## src/rtl/bus_master_arbiter.sv

```systemverilog
// ============================================================================
// Module      : bus_master_arbiter
// Description : Round-robin arbiter that shares the single simple-bus master
//               port of bus_interconnect between N_MASTERS requesters.
//               It allows one outstanding transaction at a time. Each grant
//               drives a one-cycle m_valid pulse. The fixed next-cycle
//               response is routed back to the granted requester.
// Revision    : 1.0 - initial release
// ----------------------------------------------------------------------------
// Parameters  : N_MASTERS  number of requesters (2..8); requester 0 wins
//                          first after reset
// Ports       : clk, rst_n                 clock, async active-low reset
//               s_valid/s_write/s_lock [N] per-requester request controls
//               s_addr/s_wdata [N*32]      requester i at [32*i +: 32]
//               s_wstrb [N*4]              requester i at [4*i +: 4]
//               s_ready/s_rvalid [N]       completion pulses to requesters
//               s_rdata [32]               broadcast read data
//               m_valid/m_write/m_addr/m_wdata/m_wstrb  to bus_interconnect
//               m_ready/m_rvalid/m_rdata   response from bus_interconnect
//               gnt_idx [3]                last/current granted requester
//               arb_err                    missing-response pulse
// Options     : BUS_ARB_LOCK_EN - honour s_lock so that a requester can hold
//               the grant across consecutive transactions
// ============================================================================
`default_nettype none

module bus_master_arbiter #(
  parameter int N_MASTERS = 2
) (
  input  logic                    clk,
  input  logic                    rst_n,
  input  logic [N_MASTERS-1:0]    s_valid,
  input  logic [N_MASTERS-1:0]    s_write,
  input  logic [N_MASTERS*32-1:0] s_addr,
  input  logic [N_MASTERS*32-1:0] s_wdata,
  input  logic [N_MASTERS*4-1:0]  s_wstrb,
  input  logic [N_MASTERS-1:0]    s_lock,
  output logic [N_MASTERS-1:0]    s_ready,
  output logic [N_MASTERS-1:0]    s_rvalid,
  output logic [31:0]             s_rdata,
  output logic                    m_valid,
  output logic                    m_write,
  output logic [31:0]             m_addr,
  output logic [31:0]             m_wdata,
  output logic [3:0]              m_wstrb,
  input  logic                    m_ready,
  input  logic                    m_rvalid,
  input  logic [31:0]             m_rdata,
  output logic [2:0]              gnt_idx,
  output logic                    arb_err
);

  localparam logic [0:0] c_IDLE = 1'b0;
  localparam logic [0:0] c_WAIT = 1'b1;

  logic [0:0] r_state;
  logic [2:0] r_rr_ptr;
  logic [2:0] r_gnt_idx;
  logic       r_write;
  logic       r_lock;

  logic [7:0] w_req;
  logic [2:0] w_sel;
  logic       w_any;
  logic       w_sel_write;
  logic       w_sel_lock;
  logic       w_wait;

  assign w_any  = |s_valid;
  assign w_wait = (r_state == c_WAIT);

  // Scan rr_ptr, rr_ptr+1, ... (mod N) for the first requester. w_req is
  // zero-padded to 8 bits so that the scan index never exceeds the vector.
  always_comb begin
    logic [3:0] v_idx;
    logic       v_found;
    w_req                = '0;
    w_req[N_MASTERS-1:0] = s_valid;
    w_sel                = r_rr_ptr;
    v_found              = 1'b0;
    for (int k = 0; k < N_MASTERS; k++) begin
      v_idx = {1'b0, r_rr_ptr} + 4'(k);
      if (v_idx >= 4'(N_MASTERS)) v_idx = v_idx - 4'(N_MASTERS);
      if (!v_found && w_req[v_idx[2:0]]) begin
        v_found = 1'b1;
        w_sel   = v_idx[2:0];
      end
    end
`ifdef BUS_ARB_LOCK_EN
    // A live lock overrides round-robin while the holder keeps requesting.
    if (r_lock && w_req[r_gnt_idx]) w_sel = r_gnt_idx;
`endif
  end

  // Request fields of the selected requester, zero when nothing is issued.
  always_comb begin
    m_addr      = '0;
    m_wdata     = '0;
    m_wstrb     = '0;
    w_sel_write = 1'b0;
    w_sel_lock  = 1'b0;
    for (int i = 0; i < N_MASTERS; i++) begin
      if (!w_wait && w_any && (w_sel == 3'(i))) begin
        m_addr      = s_addr[32*i +: 32];
        m_wdata     = s_wdata[32*i +: 32];
        m_wstrb     = s_wstrb[4*i +: 4];
        w_sel_write = s_write[i];
`ifdef BUS_ARB_LOCK_EN
        w_sel_lock  = s_lock[i];
`endif
      end
    end
  end

`ifndef BUS_ARB_LOCK_EN
  logic w_unused_lock;
  assign w_unused_lock = &{1'b0, s_lock};
`endif

  // Gating with rst_n keeps m_valid low while reset is held, even though
  // requesters may already be asserting s_valid.
  assign m_valid = !w_wait && w_any && rst_n;
  assign m_write = w_sel_write;

  // Response routing. A missing response is replaced by a synthesized
  // completion that matches the latched direction, so the requester never
  // hangs.
  always_comb begin
    s_ready  = '0;
    s_rvalid = '0;
    for (int i = 0; i < N_MASTERS; i++) begin
      if (w_wait && (r_gnt_idx == 3'(i))) begin
        s_ready[i]  = m_ready  || (!m_rvalid && r_write);
        s_rvalid[i] = m_rvalid || (!m_ready && !r_write);
      end
    end
  end

  assign s_rdata = (w_wait && m_rvalid) ? m_rdata : 32'h0;
  assign arb_err = w_wait && !m_ready && !m_rvalid;
  assign gnt_idx = r_gnt_idx;

  always_ff @(posedge clk or negedge rst_n) begin
    if (!rst_n) begin
      r_state   <= c_IDLE;
      r_rr_ptr  <= '0;
      r_gnt_idx <= '0;
      r_write   <= 1'b0;
      r_lock    <= 1'b0;
    end else begin
      case (r_state)
        c_IDLE: begin
          // An issue reloads the lock from the new holder. An IDLE cycle with
          // no request at all also means the holder is idle, which drops it.
          r_lock <= w_any ? w_sel_lock : 1'b0;
          if (w_any) begin
            r_state   <= c_WAIT;
            r_gnt_idx <= w_sel;
            r_write   <= w_sel_write;
          end
        end
        default: begin
          r_state <= c_IDLE;
          if (!r_lock) begin
            r_rr_ptr <= (r_gnt_idx == 3'(N_MASTERS - 1)) ? 3'd0 : r_gnt_idx + 3'd1;
          end
        end
      endcase
    end
  end

endmodule

`default_nettype wire
```

## config.mk

```make
export PLATFORM = sky130hd
export DESIGN_NAME = bus_master_arbiter
export DESIGN_NICKNAME = d
export VERILOG_FILES = /design/src/rtl/bus_master_arbiter.sv
export SDC_FILE = /design/constraint.sdc
export NUM_CORES = 1
export LEC_CHECK = 0
export ABC_AREA = 1
export CAP_MARGIN = 0
export CORE_AREA = 4 4 110 112
export DETAILED_ROUTE_END_ITERATION = 6
export DIE_AREA = 0 0 114 116
export PLACE_DENSITY = 0.7
export SYNTH_ARGS = -nofsm -noshare
export SYNTH_HDL_FRONTEND = slang
export SYNTH_SLANG_ARGS = --single-unit
export TNS_END_PERCENT = 30
```

## constraint.sdc

```tcl
create_clock -name clk -period 2.8 [get_ports clk]
set_input_delay 0.7 -clock clk [delete_from_list [all_inputs] [get_ports clk]]
set_output_delay 0.7 -clock clk [all_outputs]
set_load 0.005 [all_outputs]
```

; ---- Word-level counts from Yosys, hierarchy flattened
; Index checks and enable logic that the tools add are counted.
[word_totals]
register_bits = 8
latch_bits = 0
ram_bits = 0
rom_bits = 0
inputBits = 178
out_inout_bits = 110
word_cells = 63
n_memories = 0
[op_classes]
addsub = 4
multipliers = 0
div = 0
order_cmp = 4
eq_ne = 2
shifts = 0
n_mux = 25
bitwise_logic = 1
reduce_logical = 23
[op_table]
columns = operator, count
row1 = $mux W32, 5
row2 = $mux W3, 5
row3 = $logic_and A1 B1 Y1, 12
row4 = $mux W1, 11
row5 = $lt A3 B4 Y1 const B, 2
row6 = $mux W4, 2
row7 = $bmux W1 S3, 2
row8 = $eq A3 B1 Y1 const B, 2
row9 = $logic_not A3 Y1, 2
row10 = $sub A3 B2 Y3 const B, 2
row11 = $logic_not A1 Y1, 5
row12 = $add A3 B1 Y4 const B, 1
row13 = $ge A4 B2 Y1 const B, 1
row14 = $add A3 B1 Y3 const B, 1
row15 = $ge A3 B2 Y1 const B, 1
row16 = $logic_or A1 B1 Y1, 2
row17 = $reduce_and A2 Y1, 1
row18 = $reduce_or A2 Y1, 1
row19 = $not A1 Y1, 1

; ---- Longest topological paths before layout
[logic_depth]
ltp_word = 12
mapped_depth = 15
mapped_depth_nobuf = 13

; ---- Worst setup path before layout
; Ideal clock, no wire load.
[synth_path]
kind = register to output
startpoint = register r_rr_ptr[0]
endpoint = output port m_addr[16]
t_arrival_ps = 1828
path_slack_ps = 272
path_stages_with_launch = 12
path_buffers = 2
cell_sequence = dfrtp_1 -> inv_2 -> ha_1 -> inv_1 -> a21oi_1 -> nor2_2 -> nand3_1 -> nand2_4 -> nand3_2 -> buf_6 -> buf_6 -> o21ai_2
[synth_between]
elab_chain_cells = 12
[synth_rtl]
columns = item, line
row1 = from (decl), 57  ; logic [2:0] r_rr_ptr;
row2 = from (signal assigned), 165  ; r_rr_ptr <= (r_gnt_idx == 3'(N_MASTERS - 1)) ? 3'd0 : r_gnt_idx + 3'd1;
row3 = branches (longest 7 deep; another with $add A3 B1 Y4), -
row4 = $mux W3 (*), 84  ; if (!v_found && w_req[v_idx[2:0]]) begin
row5 = $logic_not A3 Y1, 103  ; if (!w_wait && w_any && (w_sel == 3'(i))) begin
row6 = $logic_and A1 B1 Y1, 103
row7 = $mux W32, 103
row8 = $mux W32 (*), 103
row9 = to (decl), 43  ; output logic [31:0] m_addr,
; Every way passes the cells marked *. The select of a mux whose other input is x is not followed.

; ---- Final worst setup path
[layout_path]
startpoint = register r_rr_ptr[0]
endpoint = output port m_wdata[23]
[layout_between]
elab_chain_cells = 12
[layout_rtl]
columns = item, line
row1 = branches (longest 7 deep; another with $add A3 B1 Y4), -
row2 = $mux W3 (*), 84
row3 = $logic_not A3 Y1, 103
row4 = $logic_and A1 B1 Y1, 103
row5 = $mux W32, 103
row6 = $mux W32 (*), 103
row7 = to (decl), 44  ; output logic [31:0] m_wdata,
; Marks and branches as above.

==> reports/metrics.csv <==
metric,value,unit
first-pass GRT wire length,20.3,mm
status,finished with violations,
RSZ-0062 raised after global routing,true,
final setup violation count,70,
sequential share of power,5.5,%
overall power,3220,µW
"Top FF cell, synth",dfrtp_1,
CP endpoint kind,primary output,
DRT antenna net count,0,
placed instance count,818,
synthesized instance count,385,
Pre-antenna DRT Iters,4,
"flops & latches, synth",8,
fmax,323,MHz
post-synthesis sequential area ratio,10.3,%
initial antenna violation count,0,
Placer Congestion,0.816,
yosys warns,0,
total CTS buffers,3,
post-layout minimum cycle time,3090,ps
starting density of the core,17.3,%
Tot GR Track Use,19.6,%
Unique masters post-synth,25,
root buffer cell,clkbuf_16,
largest net degree at the start of global routing,33,
vias in the first global route,3864,
Crit Path Class,register to primary output,
Routed WL,15.0,mm
final hold vios,0,
Net Sw Frac,41.7,%
htree depth,1,
Placed Instance Area,5070,µm²
Worst VDD drop,0.278,mV
combinational share of power,86.8,%
"Cell Chain, Critical Path","buf_6, buf_6, nand2_1, nand2_1, nor2_2, nand2_2, nand2_2, nand2_2, nand2_4, nand3_4, buf_12, buf_16, o21ai_2, buf_2",
Worst EP required,2100,ps
post-route non-filler standard cell count,869,
GRT Residual Overflow,0,
area grow syn2layout,208,%
P_leak,0.00314,µW
Worst-path clk slew,40,ps
# rows,39,
clock power share,7.7,%
WHS,557,ps
number of flops mapped to enable cells by yosys,0,
Slowest cell on crit path,dfrtp_2,
# IOs,288,
PD cells,536,nW/µm²
clk sinks,8,
worst-margin pin slew,283,ps
failing checks,negative setup slack,
maximum root-to-sink buffer count,2,
clock skew,3.39,ps
total number of vias,3779,
DR vias/cell,4.35,
ANT cells,0,
max-cap violations,0,
die width,114,µm
type of origin of the critical path,register,
Final Max Slew Viols,0,
Post-Syn Area,1950,µm²
Final period util,111,%
die height,116,µm
cell-internal power,1880,µW
WL/cell,17.3,µm
Worst Path Arrival,2390,ps
Final Instance Area,6000,µm²
switching power,1340,µW
Layout Nets,911,
post-route setup slack,-295,ps
Die ar.,13200,µm²
drt initial violations,118,
IO buf count,285,
Clock Latency Late Sink,240,ps
CP most frequent cell,nand2_2,
DRC viols,0,
"FFs w/ async S/R, synth",100,%
DP HPWL,9.38,mm
Syn Area/Cell,5.05,µm²
crit-path max cell delay,440,ps
CTS Hold Buffers Added,0,
syn_nets,568,
Slew Limit Headroom,80.9,%
CTS tree,yes,
crit path max fanout,8,
Hold Crit Class,register to register,
share of cells above drive strength 1,36.4,%
final core area utilization,53.5,%
area of the core,11200,µm²
==> layer usage <==
| metal | vias up | GRT usage (%) | share of wire, % |
|---|---|---|---|
| met5 | - | 0 | 0 |
| met4 | 0 | 4.20 | 3.1 |
| met3 | 38 | 4.18 | 8.4 |
| met2 | 226 | 37.9 | 51 |
| met1 | 1696 | 21.8 | 37 |
| li1 | 1819 | - | - |
==> state kept, by name, indices dropped and copies added, names as in the netlist <==
name	cells
r_state	1
r_write	1
r_rr_ptr	3
gnt_idx	3
==> per-stage QoR <==
stage,TNS [ps],setup slack (ps)
detailed placement,-54730,-865
CTS,-14860,-279
global placement,-51780,-837
finish,-16710,-295
global route,-24290,-414
floorplan,0,272
==> synthesized netlist by cell type (2+ instances only) <==
cell | instances | area share (%)
buf_6 | 4 | 2.3
dfrtp_1 | 8 | 10
o21ai_0 | 31 | 8.0
buf_4 | 2 | 0.77
clkbuf_2 | 3 | 0.77
nand3_1 | 8 | 2.1
a21oi_1 | 4 | 1.0
nand4_1 | 2 | 0.64
buf_2 | 4 | 1.0
o21ai_1 | 23 | 5.9
clkbuf_1 | 5 | 0.96
nor2_2 | 2 | 0.64
ha_1 | 5 | 3.2
nor2_1 | 42 | 8.1
o21ai_2 | 20 | 9.0
nand2_1 | 96 | 19
nor3_1 | 2 | 0.51
nand2_2 | 4 | 1.3
inv_1 | 113 | 22
inv_2 | 2 | 0.39
==> power by group through the flow <==
stage               Combinational, µW  Clock [µW]  Sequential [µW]
floorplan                         720           0              165
global placement                 1820           0              172
detailed placement               1840           0              172
CTS                              2600         244              169
global route                     2980         252              180
finish                           2790         249              177
==> cells by family after synthesis <==
kind of cell,after synthesis,synth area share [%]
xor gates and xnor gates,1,0.450
and+or+nand+nor,159,33.4
adders and majority gates,5,3.22
DFF,8,10.3
AOI/OAI and AO/OA,79,24.6
buffers and inverters,133,28.0
==> critical path, delay by kind of cell (launching register included) <==
| kind | cells | cell delay (ps) |
|---|---|---|
| buffers and inverters | 5 | 760 |
| and+or+nand+nor | 8 | 790 |
| DFF | 1 | 440 |
| AOI/OAI and AO/OA | 1 | 130 |
==> worst paths after layout <==
kind                             start     endpoint  slack, ps  depth (start not counted)
max in group asynchronous        rst_n  r_rr_ptr[1]       1810                          2
min                            r_write      r_write        560                          2
max reg2reg                r_rr_ptr[1]   gnt_idx[1]       -290                         23
min in group asynchronous        rst_n   gnt_idx[2]        840                          2
min reg2reg                    r_write      r_write        560                          2
max                        r_rr_ptr[0]  m_wdata[23]       -290                         14
==> area by class of cell <==
cell class / count / area [µm²]
Fill cell: 1048 / 5220
Timing Repair Buffer: 356 / 3520
Multi-Input combinational cell: 244 / 1580
Inverter: 115 / 437
Sequential cell: 8 / 203
Tap cell: 143 / 179
Clock buffer: 3 / 75.1
==> timing repair <==
item                       CTS  global route
resized for setup          340           104
pin swaps                   14            26
setup endpoints to repair   73           104
buffers inserted            29             4
cloned                      15             4
==> placed cells by master (no fill, tap or decap), types with 7 or more instances in the layout <==
cell and instances:
clkdlybuf4s50_1 204, inv_1 109, buf_2 66, nand2_1 58
o21ai_2 51, nor2_1 41, buf_4 36, nand2_2 35
o21ai_0 13, buf_16 12, o21ai_1 9, buf_6 9
nand2_4 8, buf_12 8, clkbuf_16 7
Note: power is estimated with default switching activity, not from simulation.
